$ cat src/rtl/processing_unit_mc_if.sv
// processing_unit_mc_if: stage, syndrome, neighbor-link and
// context-switch signals of one decoder vertex.
interface processing_unit_mc_if #(
  parameter int ADDRESS_WIDTH  = 6,
  parameter int NEIGHBOR_COUNT = 6,
  parameter int NUM_CONTEXTS   = 4,
  parameter int STAGE_WIDTH    = 3
);
  localparam int CW = $clog2(NUM_CONTEXTS);
  localparam int ED = ADDRESS_WIDTH + 3;
  localparam int NW = NEIGHBOR_COUNT * ED;

  logic [STAGE_WIDTH-1:0]    global_stage;
  logic                      measurement;
  logic                      measurement_out;
  logic [ADDRESS_WIDTH-1:0]  input_address;
  logic [NEIGHBOR_COUNT-1:0] neighbor_fully_grown;
  logic [NEIGHBOR_COUNT-1:0] neighbor_is_boundary;
  logic [NEIGHBOR_COUNT-1:0] neighbor_increase;
  logic [NEIGHBOR_COUNT-1:0] neighbor_is_error;
  logic [NW-1:0]             input_data;
  logic [NW-1:0]             output_data;
  logic                      ctx_req;
  logic [CW-1:0]             ctx_next;
  logic                      ctx_local;
  logic                      ctx_done;
  logic [CW-1:0]             ctx_cur;
  logic [ADDRESS_WIDTH-1:0]  root;
  logic                      odd;
  logic                      busy;

  modport master (
    output global_stage, measurement, input_address,
    output neighbor_fully_grown, neighbor_is_boundary,
    output input_data, ctx_req, ctx_next, ctx_local,
    input  measurement_out, neighbor_increase,
    input  neighbor_is_error, output_data,
    input  ctx_done, ctx_cur, root, odd, busy
  );

  modport slave (
    input  global_stage, measurement, input_address,
    input  neighbor_fully_grown, neighbor_is_boundary,
    input  input_data, ctx_req, ctx_next, ctx_local,
    output measurement_out, neighbor_increase,
    output neighbor_is_error, output_data,
    output ctx_done, ctx_cur, root, odd, busy
  );
endinterface

$ cat src/rtl/processing_unit_mc.sv
// processing_unit_mc: union-find decoder vertex with saved contexts.
// Define LOCAL_CTX_SWAP_EN for the single-cycle local port swap.
module processing_unit_mc #(
  parameter int ADDRESS_WIDTH  = 6,
  parameter int NEIGHBOR_COUNT = 6,
  parameter int NUM_CONTEXTS   = 4,
  parameter int SWAP_PORT_A    = 4,
  parameter int SWAP_PORT_B    = 5,
  parameter int STAGE_WIDTH    = 3
) (
  input logic                clk,
  input logic                reset,
  processing_unit_mc_if.slave bus
);
  localparam int AW = ADDRESS_WIDTH;
  localparam int NC = NEIGHBOR_COUNT;
  localparam int CW = $clog2(NUM_CONTEXTS);
  localparam int ED = AW + 3;
  localparam int MW = 3 + NC + AW;

  localparam logic [STAGE_WIDTH-1:0] STAGE_IDLE =
    STAGE_WIDTH'(0);
  localparam logic [STAGE_WIDTH-1:0] STAGE_MEASUREMENT_LOADING =
    STAGE_WIDTH'(1);
  localparam logic [STAGE_WIDTH-1:0] STAGE_GROW =
    STAGE_WIDTH'(2);
  localparam logic [STAGE_WIDTH-1:0] STAGE_MERGE =
    STAGE_WIDTH'(3);
  localparam logic [STAGE_WIDTH-1:0] STAGE_PEELING =
    STAGE_WIDTH'(4);

  typedef enum logic [1:0] {
    S_IDLE,
    S_SAVE,
    S_FETCH,
    S_LOAD
  } state_t;

  state_t                 r_state;
  logic [STAGE_WIDTH-1:0] r_stage;
  logic [STAGE_WIDTH-1:0] r_last_stage;
  logic                   r_m;
  logic                   r_odd;
  logic                   r_cluster_parity;
  logic [AW-1:0]          r_root;
  logic [NC-1:0]          r_parent_vector;
  logic                   r_busy;
  logic [CW-1:0]          r_ctx_cur;
  logic [CW-1:0]          r_ctx_pend;
  logic                   r_ctx_done;
  logic [MW-1:0]          r_mem [NUM_CONTEXTS];
  logic [MW-1:0]          r_rd_data;

  logic [AW-1:0]    w_nb_root [NC];
  logic [NC-1:0]    w_nb_cp;
  logic [NC-1:0]    w_nb_podd;
  logic [NC-1:0]    w_nb_pbit;
  logic [NC-1:0]    w_bnd;
  logic [NC-1:0]    w_valid;
  logic             w_any_bnd;
  logic             w_any_valid;
  logic [AW-1:0]    w_min_root;
  logic [NC-1:0]    w_min_vec;
  logic [AW-1:0]    w_root_mod;
  logic [AW-1:0]    w_root_nx;
  logic [NC-1:0]    w_pv_nx;
  logic             w_next_parity;
  logic             w_odd_nx;
  logic             w_changed;
  logic [NC-1:0]    w_bnd_hi;
  logic [NC-1:0]    w_err;
  logic [NC*ED-1:0] w_out;
  logic             w_idle;
  logic             w_local_req;
  logic             w_unused;

  assign w_idle    = (r_state == S_IDLE);
  assign w_bnd     = bus.neighbor_is_boundary;
  assign w_any_bnd = |w_bnd;
  assign w_valid   = bus.neighbor_fully_grown & ~w_bnd;

`ifdef LOCAL_CTX_SWAP_EN
  assign w_local_req = bus.ctx_req & bus.ctx_local;
  assign w_unused    = bus.input_address[AW-1];
`else
  assign w_local_req = 1'b0;
  assign w_unused    = bus.ctx_local ^ bus.input_address[AW-1];
`endif

  // split the packed neighbor bus into per-link fields
  always_comb begin
    for (int i = 0; i < NC; i++) begin
      w_nb_root[i] = bus.input_data[i*ED +: AW];
      w_nb_pbit[i] = bus.input_data[i*ED + AW];
      w_nb_podd[i] = bus.input_data[i*ED + AW + 1];
      w_nb_cp[i]   = bus.input_data[i*ED + AW + 2];
    end
  end

  // smallest root over grown non-boundary links; ties mark all
  always_comb begin
    w_min_root  = '1;
    w_any_valid = 1'b0;
    w_min_vec   = '0;
    for (int i = 0; i < NC; i++) begin
      if (w_valid[i] &&
          (!w_any_valid || w_nb_root[i] < w_min_root)) begin
        w_min_root  = w_nb_root[i];
        w_any_valid = 1'b1;
      end
    end
    for (int i = 0; i < NC; i++) begin
      w_min_vec[i] = w_valid[i] && (w_nb_root[i] == w_min_root);
    end
  end

  // a boundary link lets the vertex adopt its own boundary root
  assign w_root_mod = w_any_bnd ?
    {1'b0, bus.input_address[AW-2:0]} : r_root;

  // merge result: neighbor root, else boundary root, else hold
  always_comb begin
    w_root_nx = r_root;
    w_pv_nx   = r_parent_vector;
    if (w_any_valid && (w_min_root < r_root) &&
        (w_min_root < w_root_mod)) begin
      w_root_nx = w_min_root;
      w_pv_nx   = w_min_vec;
    end else if (w_root_mod < r_root) begin
      w_root_nx = w_root_mod;
      w_pv_nx   = '0;
    end
  end

  assign w_next_parity = (^(w_nb_pbit & w_nb_cp)) ^ r_m;
  assign w_odd_nx = (|r_parent_vector) ?
    |(r_parent_vector & w_nb_podd) :
    (w_next_parity & ~w_any_bnd);
  assign w_changed = (w_root_nx != r_root) ||
                     (w_pv_nx != r_parent_vector) ||
                     (w_next_parity != r_cluster_parity) ||
                     (w_odd_nx != r_odd);

  // one-hot of the highest-index boundary link
  always_comb begin
    w_bnd_hi = '0;
    for (int i = 0; i < NC; i++) begin
      if (w_bnd[i]) begin
        w_bnd_hi    = '0;
        w_bnd_hi[i] = 1'b1;
      end
    end
  end

  // peeling marks parent links, or the boundary when rootless
  always_comb begin
    w_err = '0;
    if (w_idle && (r_stage == STAGE_PEELING)) begin
      if (r_cluster_parity) begin
        w_err = w_err | r_parent_vector;
      end
      if ((r_parent_vector == '0) && w_next_parity) begin
        w_err = w_err | w_bnd_hi;
      end
    end
  end

  // every link sees the same state, plus its own parent bit
  always_comb begin
    for (int i = 0; i < NC; i++) begin
      w_out[i*ED +: ED] = {r_cluster_parity, r_odd,
                           r_parent_vector[i], r_root};
    end
  end

  // stage tracking, stage-driven updates and context FSM
  always_ff @(posedge clk) begin
    if (reset) begin
      r_state          <= S_IDLE;
      r_stage          <= STAGE_IDLE;
      r_last_stage     <= STAGE_IDLE;
      r_m              <= 1'b0;
      r_odd            <= 1'b0;
      r_cluster_parity <= 1'b0;
      r_root           <= '0;
      r_parent_vector  <= '0;
      r_busy           <= 1'b0;
      r_ctx_cur        <= '0;
      r_ctx_pend       <= '0;
      r_ctx_done       <= 1'b0;
    end else begin
      r_stage      <= bus.global_stage;
      r_last_stage <= r_stage;
      r_ctx_done   <= 1'b0;
      r_busy       <= 1'b0;
      unique case (r_state)
        S_IDLE: begin
          if (w_local_req) begin
            r_parent_vector[SWAP_PORT_A] <=
              r_parent_vector[SWAP_PORT_B];
            r_parent_vector[SWAP_PORT_B] <=
              r_parent_vector[SWAP_PORT_A];
            r_ctx_done <= 1'b1;
          end else begin
            if (bus.ctx_req) begin
              r_state    <= S_SAVE;
              r_ctx_pend <= bus.ctx_next;
            end
            if (r_stage == STAGE_MEASUREMENT_LOADING) begin
              r_m              <= bus.measurement;
              r_odd            <= bus.measurement;
              r_cluster_parity <= bus.measurement;
              r_root           <= bus.input_address;
              r_parent_vector  <= '0;
            end else if (r_stage == STAGE_MERGE) begin
              r_root           <= w_root_nx;
              r_parent_vector  <= w_pv_nx;
              r_cluster_parity <= w_next_parity;
              r_odd            <= w_odd_nx;
              r_busy           <= w_changed;
            end
          end
        end
        S_SAVE:  r_state <= S_FETCH;
        S_FETCH: r_state <= S_LOAD;
        S_LOAD: begin
          {r_cluster_parity, r_parent_vector,
           r_root, r_odd, r_m} <= r_rd_data;
          r_ctx_cur  <= r_ctx_pend;
          r_ctx_done <= 1'b1;
          r_state    <= S_IDLE;
        end
        default: r_state <= S_IDLE;
      endcase
    end
  end

  // context store: write current on SAVE, read target on FETCH
  always_ff @(posedge clk) begin
    if (!reset && (r_state == S_SAVE)) begin
      r_mem[r_ctx_cur] <= {r_cluster_parity, r_parent_vector,
                           r_root, r_odd, r_m};
    end
    if (r_state == S_FETCH) begin
      r_rd_data <= r_mem[r_ctx_pend];
    end
  end

  assign bus.neighbor_increase =
    (w_idle && (r_stage == STAGE_GROW) &&
     (r_last_stage != STAGE_GROW) && r_odd) ? '1 : '0;
  assign bus.neighbor_is_error = w_err;
  assign bus.output_data       = w_out;
  assign bus.measurement_out   = r_m;
  assign bus.root              = r_root;
  assign bus.odd               = r_odd;
  assign bus.busy              = r_busy | ~w_idle;
  assign bus.ctx_cur           = r_ctx_cur;
  assign bus.ctx_done          = r_ctx_done;
endmodule

$ cat src/flat_wrapper.sv
// flat-port wrapper written by rule: the top's interface ports become plain ports
module processing_unit_mc_flat 
#(
  parameter int ADDRESS_WIDTH  = 6,
  parameter int NEIGHBOR_COUNT = 6,
  parameter int NUM_CONTEXTS   = 4,
  parameter int SWAP_PORT_A    = 4,
  parameter int SWAP_PORT_B    = 5,
  parameter int STAGE_WIDTH    = 3
)
  (clk, reset, bus_global_stage, bus_measurement, bus_input_address, bus_neighbor_fully_grown, bus_neighbor_is_boundary, bus_input_data, bus_ctx_req, bus_ctx_next, bus_ctx_local, bus_measurement_out, bus_neighbor_increase, bus_neighbor_is_error, bus_output_data, bus_ctx_done, bus_ctx_cur, bus_root, bus_odd, bus_busy);
  processing_unit_mc_if #(.ADDRESS_WIDTH(ADDRESS_WIDTH), .NEIGHBOR_COUNT(NEIGHBOR_COUNT), .NUM_CONTEXTS(NUM_CONTEXTS), .STAGE_WIDTH(STAGE_WIDTH)) bus_i ();
  input logic clk;
  input logic reset;
  input wire logic [$bits(bus_i.global_stage)-1:0] bus_global_stage;
  input wire logic [$bits(bus_i.measurement)-1:0] bus_measurement;
  input wire logic [$bits(bus_i.input_address)-1:0] bus_input_address;
  input wire logic [$bits(bus_i.neighbor_fully_grown)-1:0] bus_neighbor_fully_grown;
  input wire logic [$bits(bus_i.neighbor_is_boundary)-1:0] bus_neighbor_is_boundary;
  input wire logic [$bits(bus_i.input_data)-1:0] bus_input_data;
  input wire logic [$bits(bus_i.ctx_req)-1:0] bus_ctx_req;
  input wire logic [$bits(bus_i.ctx_next)-1:0] bus_ctx_next;
  input wire logic [$bits(bus_i.ctx_local)-1:0] bus_ctx_local;
  output wire logic [$bits(bus_i.measurement_out)-1:0] bus_measurement_out;
  output wire logic [$bits(bus_i.neighbor_increase)-1:0] bus_neighbor_increase;
  output wire logic [$bits(bus_i.neighbor_is_error)-1:0] bus_neighbor_is_error;
  output wire logic [$bits(bus_i.output_data)-1:0] bus_output_data;
  output wire logic [$bits(bus_i.ctx_done)-1:0] bus_ctx_done;
  output wire logic [$bits(bus_i.ctx_cur)-1:0] bus_ctx_cur;
  output wire logic [$bits(bus_i.root)-1:0] bus_root;
  output wire logic [$bits(bus_i.odd)-1:0] bus_odd;
  output wire logic [$bits(bus_i.busy)-1:0] bus_busy;
  assign bus_i.global_stage = bus_global_stage;
  assign bus_i.measurement = bus_measurement;
  assign bus_i.input_address = bus_input_address;
  assign bus_i.neighbor_fully_grown = bus_neighbor_fully_grown;
  assign bus_i.neighbor_is_boundary = bus_neighbor_is_boundary;
  assign bus_i.input_data = bus_input_data;
  assign bus_i.ctx_req = bus_ctx_req;
  assign bus_i.ctx_next = bus_ctx_next;
  assign bus_i.ctx_local = bus_ctx_local;
  assign bus_measurement_out = bus_i.measurement_out;
  assign bus_neighbor_increase = bus_i.neighbor_increase;
  assign bus_neighbor_is_error = bus_i.neighbor_is_error;
  assign bus_output_data = bus_i.output_data;
  assign bus_ctx_done = bus_i.ctx_done;
  assign bus_ctx_cur = bus_i.ctx_cur;
  assign bus_root = bus_i.root;
  assign bus_odd = bus_i.odd;
  assign bus_busy = bus_i.busy;
  processing_unit_mc #(.ADDRESS_WIDTH(ADDRESS_WIDTH), .NEIGHBOR_COUNT(NEIGHBOR_COUNT), .NUM_CONTEXTS(NUM_CONTEXTS), .SWAP_PORT_A(SWAP_PORT_A), .SWAP_PORT_B(SWAP_PORT_B), .STAGE_WIDTH(STAGE_WIDTH)) u_core (.clk(clk), .reset(reset), .bus(bus_i));
endmodule
$ cat config.mk
export PLATFORM = sky130hd
export DESIGN_NAME = processing_unit_mc_flat
export DESIGN_NICKNAME = d
export VERILOG_FILES = /design/src/rtl/processing_unit_mc_if.sv /design/src/rtl/processing_unit_mc.sv /design/src/flat_wrapper.sv
export SDC_FILE = /design/constraint.sdc
export NUM_CORES = 1
export LEC_CHECK = 0
export ABC_AREA = 1
export BUFFER_PORTS_ARGS = -buffer_cell sky130_fd_sc_hd__buf_2
export CORE_ASPECT_RATIO = 0.8
export CORE_UTILIZATION = 60
export DETAILED_ROUTE_END_ITERATION = 16
export PLACE_DENSITY = 0.85
export SLEW_MARGIN = 20
export SYNTH_ARGS = -nofsm -noshare
export SYNTH_HDL_FRONTEND = slang
export SYNTH_SLANG_ARGS = --single-unit
export TNS_END_PERCENT = 100
$ cat constraint.sdc
create_clock -name clk -period 14 [get_ports clk]
set_clock_uncertainty 0.1 [all_clocks]
set_input_delay 0.7 -clock clk [delete_from_list [all_inputs] [get_ports clk]]
set_output_delay 0.7 -clock clk [all_outputs]
set_load 0.05 [all_outputs]
Yosys cells after proc, flatten, opt, wreduce, memory -nomap -nowiden
Memory sizes are Yosys's and may differ from the RTL's. A register that Yosys moved wholly into a read port is not among the register bits.
Index checks and enable logic that the tools add are counted.
{ "op_classes": {"bitwise_logic": 11, "order_cmp": 8, "reduce_logical": 44, "n_mux": 48, "n_eq_ne": 21} }
{ "op_table": {"columns": ["cell", "n"], "rows": [
  ["6-bit two-way mux", 21],
  ["6-bit < comparator", 8],
  ["6-bit equality test", 6],
  ["6-bit case mux with 2 select lines", 2],
  ["1-bit logical AND", 19],
  ["6-bit bitwise AND", 3],
  ["6-bit OR reduction", 3],
  ["1-bit two-way mux", 16],
  ["6-bit inequality test", 2],
  ["1-bit logical OR", 8],
  ["2-bit case mux with 4 select lines", 1],
  ["3-bit by 2-bit equality test with 1-bit output (second input constant)", 2],
  ["1-bit zero test", 6],
  ["6-bit zero test", 1],
  ["6-bit NOT", 1],
  ["6-bit OR", 1],
  ["1-bit case mux with 2 select lines", 3],
  ["2-bit AND reduction", 3],
  ["6-bit parity", 1],
  ["5-bit two-way mux", 1],
  ["2-bit equality test (second input constant)", 2],
  ["2-bit two-way mux", 2],
  ["4-bit two-way mux", 1],
  ["2-bit inequality test (second input constant)", 2],
  ["other kinds (14)", 17]
]} }
{ "totals": {"regBits": 29, "in_bits": 82, "ram_bits": 60, "n_memories": 1} }
{ "memory_table": {"columns": ["name", "words", "width", "read_ports", "rd_clocked_by_memory_dff", "write_ports", "line_no", "text"], "rows": [
  ["u_core.r_mem", 4, 15, 1, 1, 1, "processing_unit_mc.sv:51", "logic [MW-1:0] r_mem [NUM_CONTEXTS];"]
]} }

Depth between registers and ports, before layout
{ "logic_depth": {"ltp_word": 31, "depth_mapped": 68} }

Least setup slack after synthesis
Ideal clock, no wire load.
{ "synth_timing": {"path_kind": "input to register", "from": "input bus_neighbor_is_boundary[0]", "to": "register u_core.r_busy", "stages": 64, "path_slack_ns": 5.941, "setup_time_ns": 0.117, "required_time_ns": 13.783, "t_arrival_ns": 7.841, "n_path_buf": 3, "path_cell_list": "inv_2 nand2_4 nor2_1 ha_1 nand4_1 nand2_1 a21oi_2 nand2_2 nand2_4 nand2_4 o21ai_0 ha_1 nand3_1 nand2_1 a21oi_1 nand2_1 nand2_2 nand2_4 [28 not listed] buf_6 nand2_1 nand2_2 ha_1 nand2_1 o22ai_1 nor2_1 o21ai_0 clkinv_1 nand3_4 buf_6 nand2_1 nand3_1 nand2_1 nor2_1 nand2_1 nor2_1 a21oi_1"} }
{ "synth_between": {"elab_chain_cells": 31, "elab_cells_between_ends": 66} }
{ "synth_lines": {"columns": ["element", "line_no", "text"], "rows": [
  ["from (decl)", "flat_wrapper.sv:19", "input wire logic [$bits(bus_i.neighbor_is_boundary)-1:0] bus_neighbor_is_boundary;"],
  ["6-bit NOT", "processing_unit_mc.sv:80", "assign w_valid = bus.neighbor_fully_grown & ~w_bnd;"],
  ["6-bit bitwise AND", "processing_unit_mc.sv:80", null],
  ["6-bit two-way mux / 1-bit two-way mux (equally long branches)", "processing_unit_mc.sv:106", "if (w_valid[i] &&"],
  ["6-bit < comparator / 1-bit zero test (equally long branches)", "processing_unit_mc.sv:107", "(!w_any_valid || w_nb_root[i] < w_min_root)) begin"],
  ["1-bit logical OR", "processing_unit_mc.sv:107", null],
  ["1-bit logical AND", "processing_unit_mc.sv:106", null],
  ["6-bit two-way mux / 1-bit two-way mux (equally long branches)", "processing_unit_mc.sv:106", null],
  ["6-bit < comparator / 1-bit zero test (equally long branches)", "processing_unit_mc.sv:107", null],
  ["[14 not listed]", null, null],
  ["6-bit two-way mux", "processing_unit_mc.sv:106", null],
  ["6-bit < comparator", "processing_unit_mc.sv:125", "if (w_any_valid && (w_min_root < r_root) &&"],
  ["1-bit logical AND (2 in a row)", "processing_unit_mc.sv:125", null],
  ["6-bit two-way mux", "processing_unit_mc.sv:125", null],
  ["6-bit inequality test, on equally long branches", "processing_unit_mc.sv:139, processing_unit_mc.sv:140", null],
  ["1-bit logical OR", "processing_unit_mc.sv:139", "assign w_changed = (w_root_nx != r_root) ||"],
  ["1-bit logical OR", "processing_unit_mc.sv:140", "(w_pv_nx != r_parent_vector) ||"],
  ["1-bit logical OR (*)", "processing_unit_mc.sv:141", "(w_next_parity != r_cluster_parity) ||"],
  ["to (signal assigned)", "processing_unit_mc.sv:220", "r_busy <= w_changed;"],
  ["to (decl)", "processing_unit_mc.sv:47", "logic r_busy;"]
]} }
Mark *: on every way between the ends. The rest lies on a longest branch, timed or not.
A chain may end at the register's enable or synchronous reset.

Worst setup path after layout
Ends and elaborated chain as after synthesis.

==> run metrics <==
combinational power share 44.4%; 1st-pass router iterations 6; Sw Share 45.5%; final setup violation count 0; FF/Latch Area 2830 um2; final RePlAce weighted congestion 0.963; Avg Cell Area, Syn 7.24 um2; Post-synth EDFFs 75; Clk pwr share 19.9%; initial antenna violation count 0; relative slew slack 29.0%; Die Y 103 um; DP Wirelength 15500 um; run status completed; CP Max Fanout 13; ant diodes 0; Synth area leaders edfxtp_1 (30%), nand2_1 (14%), dfxtp_1 (7.6%); P_leak 4.23 nW; Num Clock Sinks 104; Max clock buf depth 2; Final #Nets 1264; Post-Synth Adder-Cell Area 5.93%; Post-CTS Setup Bufs 0; Initial Util 62.0%; post-CTS sizing 0; cell-internal power 0.683 mW; largest family of logic cells by synthesized area simple AND/OR/NAND/NOR gates; DRC 0; Max-Cap Viols 0; slowest CP cell o21ai_0; CP Launch Type primary input; crit-path leading delay family simple AND/OR/NAND/NOR gates; Synth Area in XOR/XNOR 1.27%; Final ANT Viol Nets 0; Max Clk Rate 0.0995 GHz; WL/cell 15.9 um; CTS Buf Count 9; Switching Power 0.570 mW; setup TNS 0 ns; mux cell area share after synthesis 0%; setup ws final 3.95 ns; CP Class in2reg; synthesized area 7600 um2; WP buf/inv 5; Compound-Gate Fraction of Synth Area 12.1%; Yosys cell types 40; Die Footprint 13100 um2; CORE AREA 12300 um2; fin crit share 71.8%; final hold vios 0; fin crit period 10.05 ns; Vias/cell 5.61; Overflow after GRT 0; Worst Hold Class reg2reg; clk root buf clkbuf_16; Crit. End Element flip-flop; total number of vias 7410; Worst-Margin Slew 1.06 ns; CTS HTree Levels 3; Seq/Total Area, Yosys 37.3%; final slew viol count 0; ratio of cells with drive above 1 in the final layout 19.5%; Worst path most repeated cell nand2_1; Post-Place Worst Slack 3.90 ns; Synth async-reset ratio 0%; #FFs+latches synth 104; syn_nets 1167; critical path required time 14.12 ns; commonest register cell after synthesis edfxtp_1; fill cell count 1012; clock slew at reported path FFs 0.07 ns; post-synth top area cell edfxtp_1; RSZ-0062 raised after global routing false; row cnt 36; Syn Inst Count 1049; IO Pins 160; max incr delay on CP 0.42 ns; largest net degree at the start of global routing 33; first-pass GRT wire length 32200 um; clock tree from TritonCTS done; Yosys warnings 0; hold_buf cts 0; Tot GR Track Use 32.3%; Critical Path AT 10.17 ns; vias in the first global route 6250; Seq pwr share 35.7%; Multi-input gate area 3780 um2; Synth top area share 29.6%; Die W 128 um; DRC marker count from the first detailed-route iteration 901; # port buffers 158; clock latency on the worst-skew pair 0.35 ns; simple-gate share of the synthesized area 30.2%; P&R area growth vs syn 11.1%; wirelength, routed 21000 um; pwr dens 148 nW/um2; VDD IR-drop max 0.133 mV
[final timing paths]
kind	startpoint	to	slack (ns)	cells past startpoint
worst max-delay path	bus_neighbor_is_boundary[0]	u_core.r_busy	3.95	63
worst min-delay path	u_core.r_stage[2]	u_core.r_last_stage[2]	0.38	2
worst max register to register	u_core.bus.root[5]	u_core.r_busy	10.69	18
worst min register to register	u_core.r_stage[2]	u_core.r_last_stage[2]	0.38	2
[worst register-to-register path, stage by stage (launching register included)]
cell and delay, ns:
dfxtp_1 0.69, inv_1 0.18, nor2_1 0.17, inv_1 0.06
ha_1 0.30, a21oi_1 0.15, nand2_1 0.06, nor2_1 0.10
o21ai_0 0.09, clkinv_1 0.19, nand2_2 0.10, nor2_4 0.24
nand2_1 0.12, nand3_1 0.16, nand2_1 0.08, nor2_1 0.08
nand2_1 0.08, nor2_1 0.12, a21oi_1 0.11
[Yosys cell counts, types with 4 or more instances]
cell type,n
a21oi_1,36
a221oi_1,4
a221oi_2,4
buf_4,53
clkbuf_1,18
dfxtp_1,29
edfxtp_1,75
ha_1,36
inv_1,128
nand2_1,278
nand2_2,21
nand2_4,7
nand3_1,78
nand4_1,15
nor2_1,114
nor3_1,6
o211ai_1,5
o21ai_0,66
o21ai_1,10
o21bai_1,4
o22ai_1,18
or2_2,4
xor2_1,8
[per-layer routing]
layer	share of wire, %	wire length, um	global-route usage, %	vias to the layer above
li1	-	-	-	3593
met1	43	8990	46.3	3346
met2	45	9400	51.4	440
met3	11	2290	6.23	31
met4	1.4	294	6.79	0
met5	0	0	0	-
[registers in the layout (all words and copies together) (netlist names)]
signal / cells
u_core.bus.measurement_out: 1
u_core.r_state: 2
u_core.bus.root: 6
u_core.r_mem: 60
u_core.bus.ctx_done: 1
u_core.r_last_stage: 3
u_core.r_rd_data: 15
u_core.r_ctx_pend: 2
u_core.bus.odd: 1
u_core.r_busy: 1
u_core.bus.ctx_cur: 2
u_core.r_cluster_parity: 1
u_core.r_parent_vector: 6
u_core.r_stage: 3
[placed cells by master (no fill, tap or decap), types with 5 or more instances in the layout]
cell	count
o211ai_1	5
nand2_2	21
edfxtp_1	75
nand3_1	78
o21ai_1	10
nand2_1	278
nand4_1	15
inv_1	128
clkbuf_16	9
buf_2	158
o21ai_0	66
dfxtp_1	29
nor2_1	114
xor2_1	8
ha_1	36
o22ai_1	18
nand2_4	7
a21oi_1	36
[through the flow]
| step | instance area (um2) | hold WS, ns | util (%) | instances | power (mW) |
|---|---|---|---|---|---|
| 2_1_floorplan | 7600 | 0.337 | - | 1049 | 0.875 |
| 3_3_place_gp | 8150 | 0.355 | 66.5 | 1306 | 0.978 |
| 3_5_place_dp | 8150 | 0.372 | 66.5 | 1306 | 0.992 |
| 4_1_cts | 8440 | 0.383 | 68.9 | 1322 | 1.24 |
| 5_1_grt | 8440 | 0.388 | 68.9 | 1322 | 1.32 |
| 6_report | 8440 | 0.383 | 68.9 | 1322 | 1.25 |
[power by group through the flow]
stage | combinational, mW | sequential (mW) | clock [mW]
6_report | 0.557 | 0.447 | 0.250
5_1_grt | 0.606 | 0.452 | 0.264
4_1_cts | 0.546 | 0.446 | 0.251
3_5_place_dp | 0.541 | 0.451 | 0
3_3_place_gp | 0.529 | 0.450 | 0
2_1_floorplan | 0.418 | 0.457 | 0
[cell families after synthesis]
| kind of cell | Yosys count |
|---|---|
| AND/OR/NAND/NOR | 532 |
| buffers and inverters | 209 |
| AO/OA/AOI/OAI | 157 |
| flip-flops | 104 |
| adder cells (fa/ha/maj) | 36 |
| XOR/XNOR | 11 |
[layout make-up]
| cell class | instances | area share, % |
|---|---|---|
| multi-input cells | 736 | 44.7 |
| repair buffers | 162 | 9.72 |
| well taps | 171 | 2.53 |
| inverters | 133 | 5.91 |
| clock buffers | 11 | 2.87 |
| clock inverters | 5 | 0.667 |
| flip-flops and latches | 104 | 33.5 |
(Power assumes the default switching activity.)
